## src/rtl/vga_sync_timing_gen.sv

```systemverilog
// ----------------------------------------------------------------------------
// vga_sync_timing_gen
//   Free-running VGA raster timing generator clocked by the pixel clock.
//   Two registered counters (h_cnt, v_cnt) walk the raster. Every output is a
//   combinational decode of those counters, so all outputs line up in the
//   same cycle as the coordinates they describe. Each line and each frame
//   starts with active video, followed by front porch, sync and back porch.
//
// Ports
//   in_vga_clk   in   1   pixel clock, all state changes on the rising edge
//   in_reset     in   1   synchronous active-high reset, restarts at (0,0)
//   out_pixel_x  out  10  horizontal counter (exceeds active range in blank)
//   out_pixel_y  out  10  vertical counter (exceeds active range in blank)
//   out_blank_n  out  1   1 = active video, 0 = blanking (forced 0 in reset)
//   out_h_sync   out  1   horizontal sync, asserted level = H_SYNC_POL
//   out_v_sync   out  1   vertical sync, asserted level = V_SYNC_POL
// ----------------------------------------------------------------------------
module vga_sync_timing_gen #(
    parameter int unsigned H_ACTIVE   = 640,
    parameter int unsigned H_FP       = 16,
    parameter int unsigned H_SYNC     = 96,
    parameter int unsigned H_BP       = 48,
    parameter int unsigned V_ACTIVE   = 480,
    parameter int unsigned V_FP       = 10,
    parameter int unsigned V_SYNC     = 2,
    parameter int unsigned V_BP       = 33,
    parameter bit          H_SYNC_POL = 1'b0,
    parameter bit          V_SYNC_POL = 1'b0
) (
    input  logic       in_vga_clk,
    input  logic       in_reset,
    output logic [9:0] out_pixel_x,
    output logic [9:0] out_pixel_y,
    output logic       out_blank_n,
    output logic       out_h_sync,
    output logic       out_v_sync
);

    localparam int unsigned H_TOTAL = H_ACTIVE + H_FP + H_SYNC + H_BP;
    localparam int unsigned V_TOTAL = V_ACTIVE + V_FP + V_SYNC + V_BP;

    // Decode boundaries are 11 bits wide: a window end may equal 1024 when
    // the back porch is zero and the total sits at the 1024 ceiling.
    localparam logic [9:0]  H_LAST    = 10'(H_TOTAL - 1);
    localparam logic [9:0]  V_LAST    = 10'(V_TOTAL - 1);
    localparam logic [10:0] H_ACT_END = 11'(H_ACTIVE);
    localparam logic [10:0] V_ACT_END = 11'(V_ACTIVE);
    localparam logic [10:0] H_SYN_BEG = 11'(H_ACTIVE + H_FP);
    localparam logic [10:0] H_SYN_END = 11'(H_ACTIVE + H_FP + H_SYNC);
    localparam logic [10:0] V_SYN_BEG = 11'(V_ACTIVE + V_FP);
    localparam logic [10:0] V_SYN_END = 11'(V_ACTIVE + V_FP + V_SYNC);

    logic [9:0]  h_cnt;
    logic [9:0]  v_cnt;
    logic [10:0] h_ext;
    logic [10:0] v_ext;
    logic        h_wrap;
    logic        h_sync_on;
    logic        v_sync_on;

    assign h_wrap = (h_cnt == H_LAST);

    always_ff @(posedge in_vga_clk) begin
        if (in_reset) begin
            h_cnt <= '0;
            v_cnt <= '0;
        end else if (h_wrap) begin
            h_cnt <= '0;
            // Vertical advances only on the line wrap, so v_sync edges
            // coincide with h_cnt returning to 0.
            v_cnt <= (v_cnt == V_LAST) ? '0 : v_cnt + 10'd1;
        end else begin
            h_cnt <= h_cnt + 10'd1;
        end
    end

    assign h_ext     = {1'b0, h_cnt};
    assign v_ext     = {1'b0, v_cnt};
    assign h_sync_on = (h_ext >= H_SYN_BEG) && (h_ext < H_SYN_END);
    assign v_sync_on = (v_ext >= V_SYN_BEG) && (v_ext < V_SYN_END);

    assign out_pixel_x = h_cnt;
    assign out_pixel_y = v_cnt;

    // Reset forces blanking and deasserted syncs even before the counters
    // have been cleared by the first reset edge.
    assign out_blank_n = !in_reset && (h_ext < H_ACT_END) && (v_ext < V_ACT_END);
    assign out_h_sync  = (h_sync_on && !in_reset) ? H_SYNC_POL : !H_SYNC_POL;
    assign out_v_sync  = (v_sync_on && !in_reset) ? V_SYNC_POL : !V_SYNC_POL;

endmodule

```

## config.mk

```make
export PLATFORM = sky130hd
export DESIGN_NAME = vga_sync_timing_gen
export DESIGN_NICKNAME = d
export VERILOG_FILES = /design/src/rtl/vga_sync_timing_gen.sv
export SDC_FILE = /design/constraint.sdc
export NUM_CORES = 1
export LEC_CHECK = 0
export BUFFER_PORTS_ARGS = -buffer_cell sky130_fd_sc_hd__buf_4
export CAP_MARGIN = 20
export CORE_ASPECT_RATIO = 1.25
export CORE_UTILIZATION = 40
export CTS_BUF_LIST = sky130_fd_sc_hd__clkbuf_4 sky130_fd_sc_hd__clkbuf_8 sky130_fd_sc_hd__clkbuf_16
export DETAILED_ROUTE_END_ITERATION = 7
export GPL_ROUTABILITY_DRIVEN = 0
export SYNTH_ARGS = -nofsm -noshare
export SYNTH_HDL_FRONTEND = slang
export SYNTH_SLANG_ARGS = --single-unit
```

## constraint.sdc

```tcl
create_clock -name in_vga_clk -period 4.15 [get_ports in_vga_clk]
set_clock_uncertainty 0.2 [all_clocks]
set_input_delay 0.6225 -clock in_vga_clk [delete_from_list [all_inputs] [get_ports in_vga_clk]]
set_output_delay 0.6225 -clock in_vga_clk [all_outputs]
set_load 0.005 [all_outputs]
```

Yosys cells after proc, flatten, opt, wreduce, memory -nomap -nowiden
Index checks and enable logic that the tools add are counted.
{"block": "totals", "wordCells": 23, "register_bits": 20, "input_bits": 2, "out_inout_bits": 23}
{"block": "classes", "n_eq_ne": 2, "n_reduce_logical": 8, "muxes": 3, "magnitude_cmp": 6, "addsub": 2}
{"cell": "10-bit by 1-bit adder with 10-bit output, second input constant", "n": 2}
{"cell": "10-bit equality test, second input constant", "n": 2}
{"cell": "10-bit less-than comparator, second input constant", "n": 2}
{"cell": "10-bit by 9-bit less-than comparator with 1-bit output, second input constant", "n": 2}
{"cell": "10-bit greater-or-equal comparator, second input constant", "n": 1}
{"cell": "10-bit by 9-bit greater-or-equal comparator with 1-bit output, second input constant", "n": 1}
{"cell": "10-bit 2-to-1 mux", "n": 1}
{"cell": "1-bit logical AND", "n": 6}
{"cell": "1-bit 2-to-1 mux", "n": 2}
{"cell": "2-bit OR reduction", "n": 1}
{"cell": "1-bit logical NOT", "n": 1}

Depth between registers and ports, before layout
Gate-level depths: netlist of run 1.
{"block": "logic_depth", "word_depth": 4, "depth_mapped": 6, "depth_no_buf": 6}

Worst setup path after synthesis of run 1
OpenSTA, ideal clock, no wires.
{"block": "synth_path", "kind": "reg-to-output", "startpoint": "register v_cnt[6] (netlist: out_pixel_y[6])", "endpoint": "output out_v_sync", "t_arrival_ns": 1.493, "stages_incl_launch_ff": 4, "path_buffers": 0, "path_slack_ns": 1.834, "required_time_ns": 3.327, "path_cell_list": "dfxtp_1 nand3_1 or3b_2 or4_1"}
{"block": "synth_via", "elab_chain_cells": 4, "word_cells_on_any_way": 5, "cone_classes": "2 x order compare; 1 x mux; 2 x reduce/logical"}
{"item": "start: declaration", "line_no": "54", "text": "logic [9:0] v_cnt;"}
{"item": "start signal: assignment", "line_no": "71", "text": "v_cnt <= (v_cnt == V_LAST) ? '0 : v_cnt + 10'd1;"}
{"item": "10-bit by 9-bit greater-or-equal comparator with 1-bit output / 10-bit by 9-bit less-than comparator with 1-bit output (equally long branches)", "line_no": "80", "text": "assign v_sync_on = (v_ext >= V_SYN_BEG) && (v_ext < V_SYN_END);"}
{"item": "1-bit logical AND *", "line_no": "80"}
{"item": "1-bit logical AND *", "line_no": "89", "text": "assign out_v_sync = (v_sync_on && !in_reset) ? V_SYNC_POL : !V_SYNC_POL;"}
{"item": "1-bit 2-to-1 mux *", "line_no": "89"}
{"item": "end: declaration", "line_no": "36", "text": "output logic out_v_sync"}
Every way passes the cells marked *; elsewhere a longest branch is shown, timed or not.

Worst setup path after layout of run 1
Ends and elaborated chain as after synthesis.

==> results.json, run 1 <==
{
  "grt_pass1_wl_um": 3570,
  "cp_slowest_cell": "or4_1",
  "yosysSeqAreaShare": 0.385,
  "crit_buf_inv": 1,
  "grt_setup_unrepaired": "no",
  "worstSkewPairLatency_ps": 300,
  "postCtsSetupRepairBufs": 0,
  "drive_above_1_share": 0.205,
  "first_iter_violations": 27,
  "peakVddDrop_mv": 0.175,
  "synthTopCellsByArea": "dfxtp_1 (39%), nor2_1 (6.1%), ha_1 (6.0%)",
  "final.setup.worst_slack_ps": 1310,
  "finalHoldViolCount": 0,
  "worstSetupPathType": "reg2out",
  "syn_area_mm2": 0.00104,
  "worst_slew_pin_slew_ps": 545,
  "setup_violations": 0,
  "required_ps": 3330,
  "critical_path_arrival_ps": 2020,
  "p_leak_uw": 0.000467,
  "clkTransAtPathRegs_ps": 130,
  "yosysTopAreaCell": "dfxtp_1",
  "worstHoldPathType": "reg2reg",
  "grt_use_total": 0.178,
  "synth_edf_count": 0,
  "viasPerCell": 5.22,
  "num_antenna_cells": 0,
  "io_pins": 25,
  "synth_top_area_frac": 0.385,
  "synth_fp_nets": 133,
  "finalSetupTns_ps": 0,
  "synthToLayoutAreaGrowth_pct": 24.4,
  "yosys.cell_types.count": 28,
  "path_cells": "nand3_1, or3b_2, or4_1, buf_4",
  "place_ws_ps": 1660,
  "wirelength_um": 2240,
  "ys_seq_elements": 20,
  "synth-main-ff-cell": "dfxtp_1",
  "status": "completed",
  "start_kind": "flip-flop",
  "ys_warn_count": 0,
  "cp_num_cells": 4,
  "timing.final.crit_period_ps": 2840,
  "die-area_mm2": 0.00281,
  "ant_nets": 0,
  "grt-ovfl-total": 0,
  "r2r_cells": 5,
  "crit_fanout": 7,
  "r2r_end": "out_pixel_y[9]",
  "die_h_um": 59,
  "start_util": 0.424,
  "ff2ff_setup_slack_ps": 1770,
  "synth.most_common_cell": "dfxtp_1",
  "drcViolationCount": 0,
  "postCtsResizedCells": 0,
  "vias": 960,
  "relSlewSlack": 0.636,
  "htreeDepth": 1,
  "crit_family": "simple AND/OR/NAND/NOR gates",
  "antenna_found_initial": 0,
  "crit_path_end_kind": "output pin",
  "async_reset_ff_frac": 0,
  "max_freq_mhz": 352,
  "grt_pass1_vias": 807,
  "die_width_um": 47.6,
  "postCtsHoldBufs": 0,
  "core_area_mm2": 0.00245,
  "cts.sinks": 20,
  "synth_commonest_cells": "dfxtp_1 (20), nor2_1 (17), nand3_1 (12), nand2_1 (8)",
  "numCtsBuffers": 3,
  "grt_max_degree": 13,
  "drv_cap": 0,
  "port_buffers": 24,
  "clockRootBuffer": "clkbuf_4",
  "cts_tree": "yes",
  "drt_first_pass_iters": 4,
  "rows": 20,
  "maxSlewViolCount": 0,
  "min_period_over_period": 0.685,
  "synthCells": 126,
  "worstReg2RegStart": "out_pixel_x[0]",
  "syn_avg_cell_area_um2": 8.25,
  "cp-startpoint": "out_pixel_y[6]",
  "wire_per_inst_um": 12.2,
  "pwr_density_cell_mw_per_mm2": 288,
  "cp-endpoint": "out_v_sync",
  "hpwl_um": 1660,
  "clk_path_buf_depth": 2,
  "slowest_delay_ps": 500,
  "nets": 159
}
registers in the layout, indices dropped and copies added, names as in the netlist:
name         flops
out_pixel_y     10
out_pixel_x     10
how the worst min path moves through the flow:
stage,from,endpoint,slack (ps),cells after the start
floorplan,out_pixel_x[0],out_pixel_x[0],270,1
global placement,out_pixel_x[0],out_pixel_x[0],270,1
detailed placement,out_pixel_x[0],out_pixel_x[0],290,1
CTS,out_pixel_x[0],out_pixel_x[0],320,1
global route,in_reset,out_pixel_y[7],330,2
finish,out_pixel_x[0],out_pixel_x[0],310,1
cell families (layout without fill, tap and decap cells):
family,after synthesis,in the layout,share of synthesized area
AO/OA/AOI/OAI,15,15,0.0794
buffers and inverters,9,34,0.0409
adder cells (fa/ha/maj),5,5,0.0602
AND/OR/NAND/NOR,66,66,0.342
flip-flops,20,20,0.385
XOR/XNOR,11,11,0.0927
layout by cell type (no fill, tap or decap):
| master | n |
|---|---|
| nor4bb_1 | 1 |
| or3_4 | 1 |
| buf_4 | 24 |
| nand2b_1 | 2 |
| o31ai_1 | 2 |
| dfxtp_1 | 20 |
| nand4_1 | 6 |
| clkbuf_4 | 3 |
| nor3_1 | 3 |
| nor4_1 | 3 |
| xor2_1 | 4 |
| and4b_1 | 1 |
| or3b_2 | 1 |
| ha_1 | 5 |
| or3_2 | 1 |
| o21bai_1 | 1 |
| o21ai_0 | 5 |
| nand2_1 | 8 |
| and4_1 | 1 |
| or4_1 | 4 |
| bufinv_16 | 1 |
| inv_1 | 6 |
| a21oi_1 | 7 |
| or3_1 | 4 |
| and3_1 | 1 |
| nor2_1 | 17 |
| xnor2_1 | 7 |
| nand3_1 | 12 |
routing by layer:
layer / vias to the layer above / track usage / wire (um)
li1: 496 / - / -
met1: 439 / 0.213 / 1000
met2: 23 / 0.303 / 1140
met3: 2 / 0.0305 / 79
met4: 0 / 0.0714 / 19
met5: - / 0 / 0
where the power goes:
part | switching (uW) | internal (uW)
combinational | 8.12 | 7.41
sequential | 3.51 | 194
clock | 61.6 | 97.6
total | 73.2 | 299
final cells by class:
class | instances | area (um^2)
timing repair buffer | 24 | 180
multi-input combinational | 97 | 597
fill | 257 | 1160
clock buffer | 3 | 22.5
inverter | 6 | 22.5
clock inverter | 1 | 30.0
tap | 33 | 41.3
sequential | 20 | 400
metrics by stage:
stage / hold WS [ps] / util / instance area, um^2 / std cells / power (uW)
2_1_floorplan: 266 / - / 1040 / 126 / 210
3_3_place_gp: 274 / 0.506 / 1240 / 180 / 218
3_5_place_dp: 286 / 0.506 / 1240 / 180 / 218
4_1_cts: 317 / 0.528 / 1290 / 184 / 378
5_1_grt: 331 / 0.528 / 1290 / 184 / 389
6_report: 310 / 0.528 / 1290 / 184 / 373
Power figures use the tool's default switching activity.
==> run 2: changes to the inputs <==
clock period = 2.4 ns   (was 4.15 ns; I/O delays follow)
==> run 2 against run 1 <==
Effect of this change: clock power increased by 75%; hold slack worse by 240 ps; via count grew 7.5%; non-clock buffer count grew 14; final cell count is 7.6% higher; routed wire length grew 7.1%; first-iteration DRC count down 74%; die area unchanged; clock-buffer cell count unchanged; utilization rose by 5.5 points; largest power group unchanged.
==> results.json, run 2 (synthesis gave the netlist of run 1 again) <==
{
  "worstHoldPathType": "in2reg",
  "required_ps": 1840,
  "worst_slew_pin_slew_ps": 347,
  "max_freq_mhz": 431,
  "io_pins": 25,
  "antenna_found_initial": 0,
  "wirelength_um": 2400,
  "nets": 173,
  "placed_area_mm2": 0.00132,
  "die-area_mm2": 0.00281,
  "p_leak_uw": 0.000547,
  "final.setup.worst_slack_ps": 77.7,
  "place_ws_ps": 151,
  "dpl.cell_count": 191,
  "min_period_over_period": 0.968,
  "clk_path_buf_depth": 2,
  "die_width_um": 47.6,
  "first_iter_violations": 7,
  "fillers": 244,
  "pwr_density_cell_mw_per_mm2": 457,
  "crit_fanout": 3,
  "viasPerCell": 5.21,
  "synthToLayoutAreaGrowth_pct": 37.3,
  "cts_tree": "yes",
  "worstSkewPairLatency_ps": 300,
  "status": "completed",
  "crit_path_end_kind": "output pin",
  "clockRootBuffer": "clkbuf_4",
  "numCtsBuffers": 3,
  "grt_max_degree": 13,
  "grt-ovfl-total": 0,
  "layout.cells.most_common": "buf_4",
  "grt_use_total": 0.189,
  "whs_ps": 73.5,
  "finish.instance_area_mm2": 0.00143,
  "grt_pass1_vias": 957,
  "final_cell_mix": "buf_4 (37), nor2_1 (17), dfxtp_1 (17)",
  "port_buffers": 24,
  "critical_path_arrival_ps": 1760,
  "maxSlewViolCount": 0,
  "cts.sinks": 20,
  "timing.final.crit_period_ps": 2320,
  "vias": 1032,
  "clkTransAtPathRegs_ps": 130,
  "wire_per_inst_um": 12.1,
  "start_util": 0.424,
  "ant_nets": 0,
  "htreeDepth": 1,
  "peakVddDrop_mv": 0.307,
  "multi_input_area_um2": 616,
  "rows": 20,
  "grt_setup_unrepaired": "no",
  "die_h_um": 59,
  "grt_pass1_wl_um": 3840,
  "final_cells": 198,
  "postCtsHoldBufs": 0,
  "setup_violations": 0,
  "num_antenna_cells": 0,
  "start_kind": "flip-flop",
  "drv_cap": 0,
  "hpwl_um": 1840,
  "relSlewSlack": 0.767,
  "final-seq-area_um2": 407,
  "drcViolationCount": 0,
  "drive_above_1_share": 0.303,
  "worstSetupPathType": "reg2out",
  "core_area_mm2": 0.00245,
  "drt_first_pass_iters": 5,
  "finalSetupTns_ps": 0,
  "finalHoldViolCount": 0
}
-- run 2: final cells by class --
type	count	area share
multi-input combinational	97	0.431
sequential	20	0.285
timing repair buffer	38	0.202
tap	33	0.0289
clock inverter	1	0.0210
clock buffer	3	0.0158
inverter	6	0.0158
-- run 2: where the power goes --
part | internal [uW] | switching (uW)
Combinational | 18.4 | 18.1
Clock | 169 | 109
Sequential | 335 | 3.68
-- run 2: through the flow --
stage	total power (uW)	utilization
after detailed placement	384	0.540
final	653	0.582
after global routing	680	0.582
after floorplan	364	-
after CTS	659	0.576
after global placement	383	0.540
-- run 2: metal layers --
layer,part of all wire,track usage
met1,0.43,0.206
met3,0.035,0.0366
met4,0.011,0.0595
met2,0.53,0.348
met5,0,0
-- run 2: timing repair --
action,CTS,global route
setup buffers,3,0
resized for setup,6,3
endpoints found under the hold margin,0,0
setup endpoints to repair,1,1
pin swaps,0,2
-- run 2: worst paths after layout --
| kind | cells after the start | to | from | slack, ps |
|---|---|---|---|---|
| worst max-delay path | 4 | out_v_sync | out_pixel_y[6] | 80 |
| worst min register to register | 2 | out_pixel_y[9] | out_pixel_y[9] | 350 |
| worst max register to register | 4 | out_pixel_y[9] | out_pixel_x[7] | 150 |
| worst min-delay path | 2 | out_pixel_y[7] | in_reset | 70 |
-- run 2: critical path, stage by stage, from the launching register on --
cell and delay, ps:
dfxtp_4 380, nand3_4 80, or3b_4 390, or4_4 480, buf_6 130
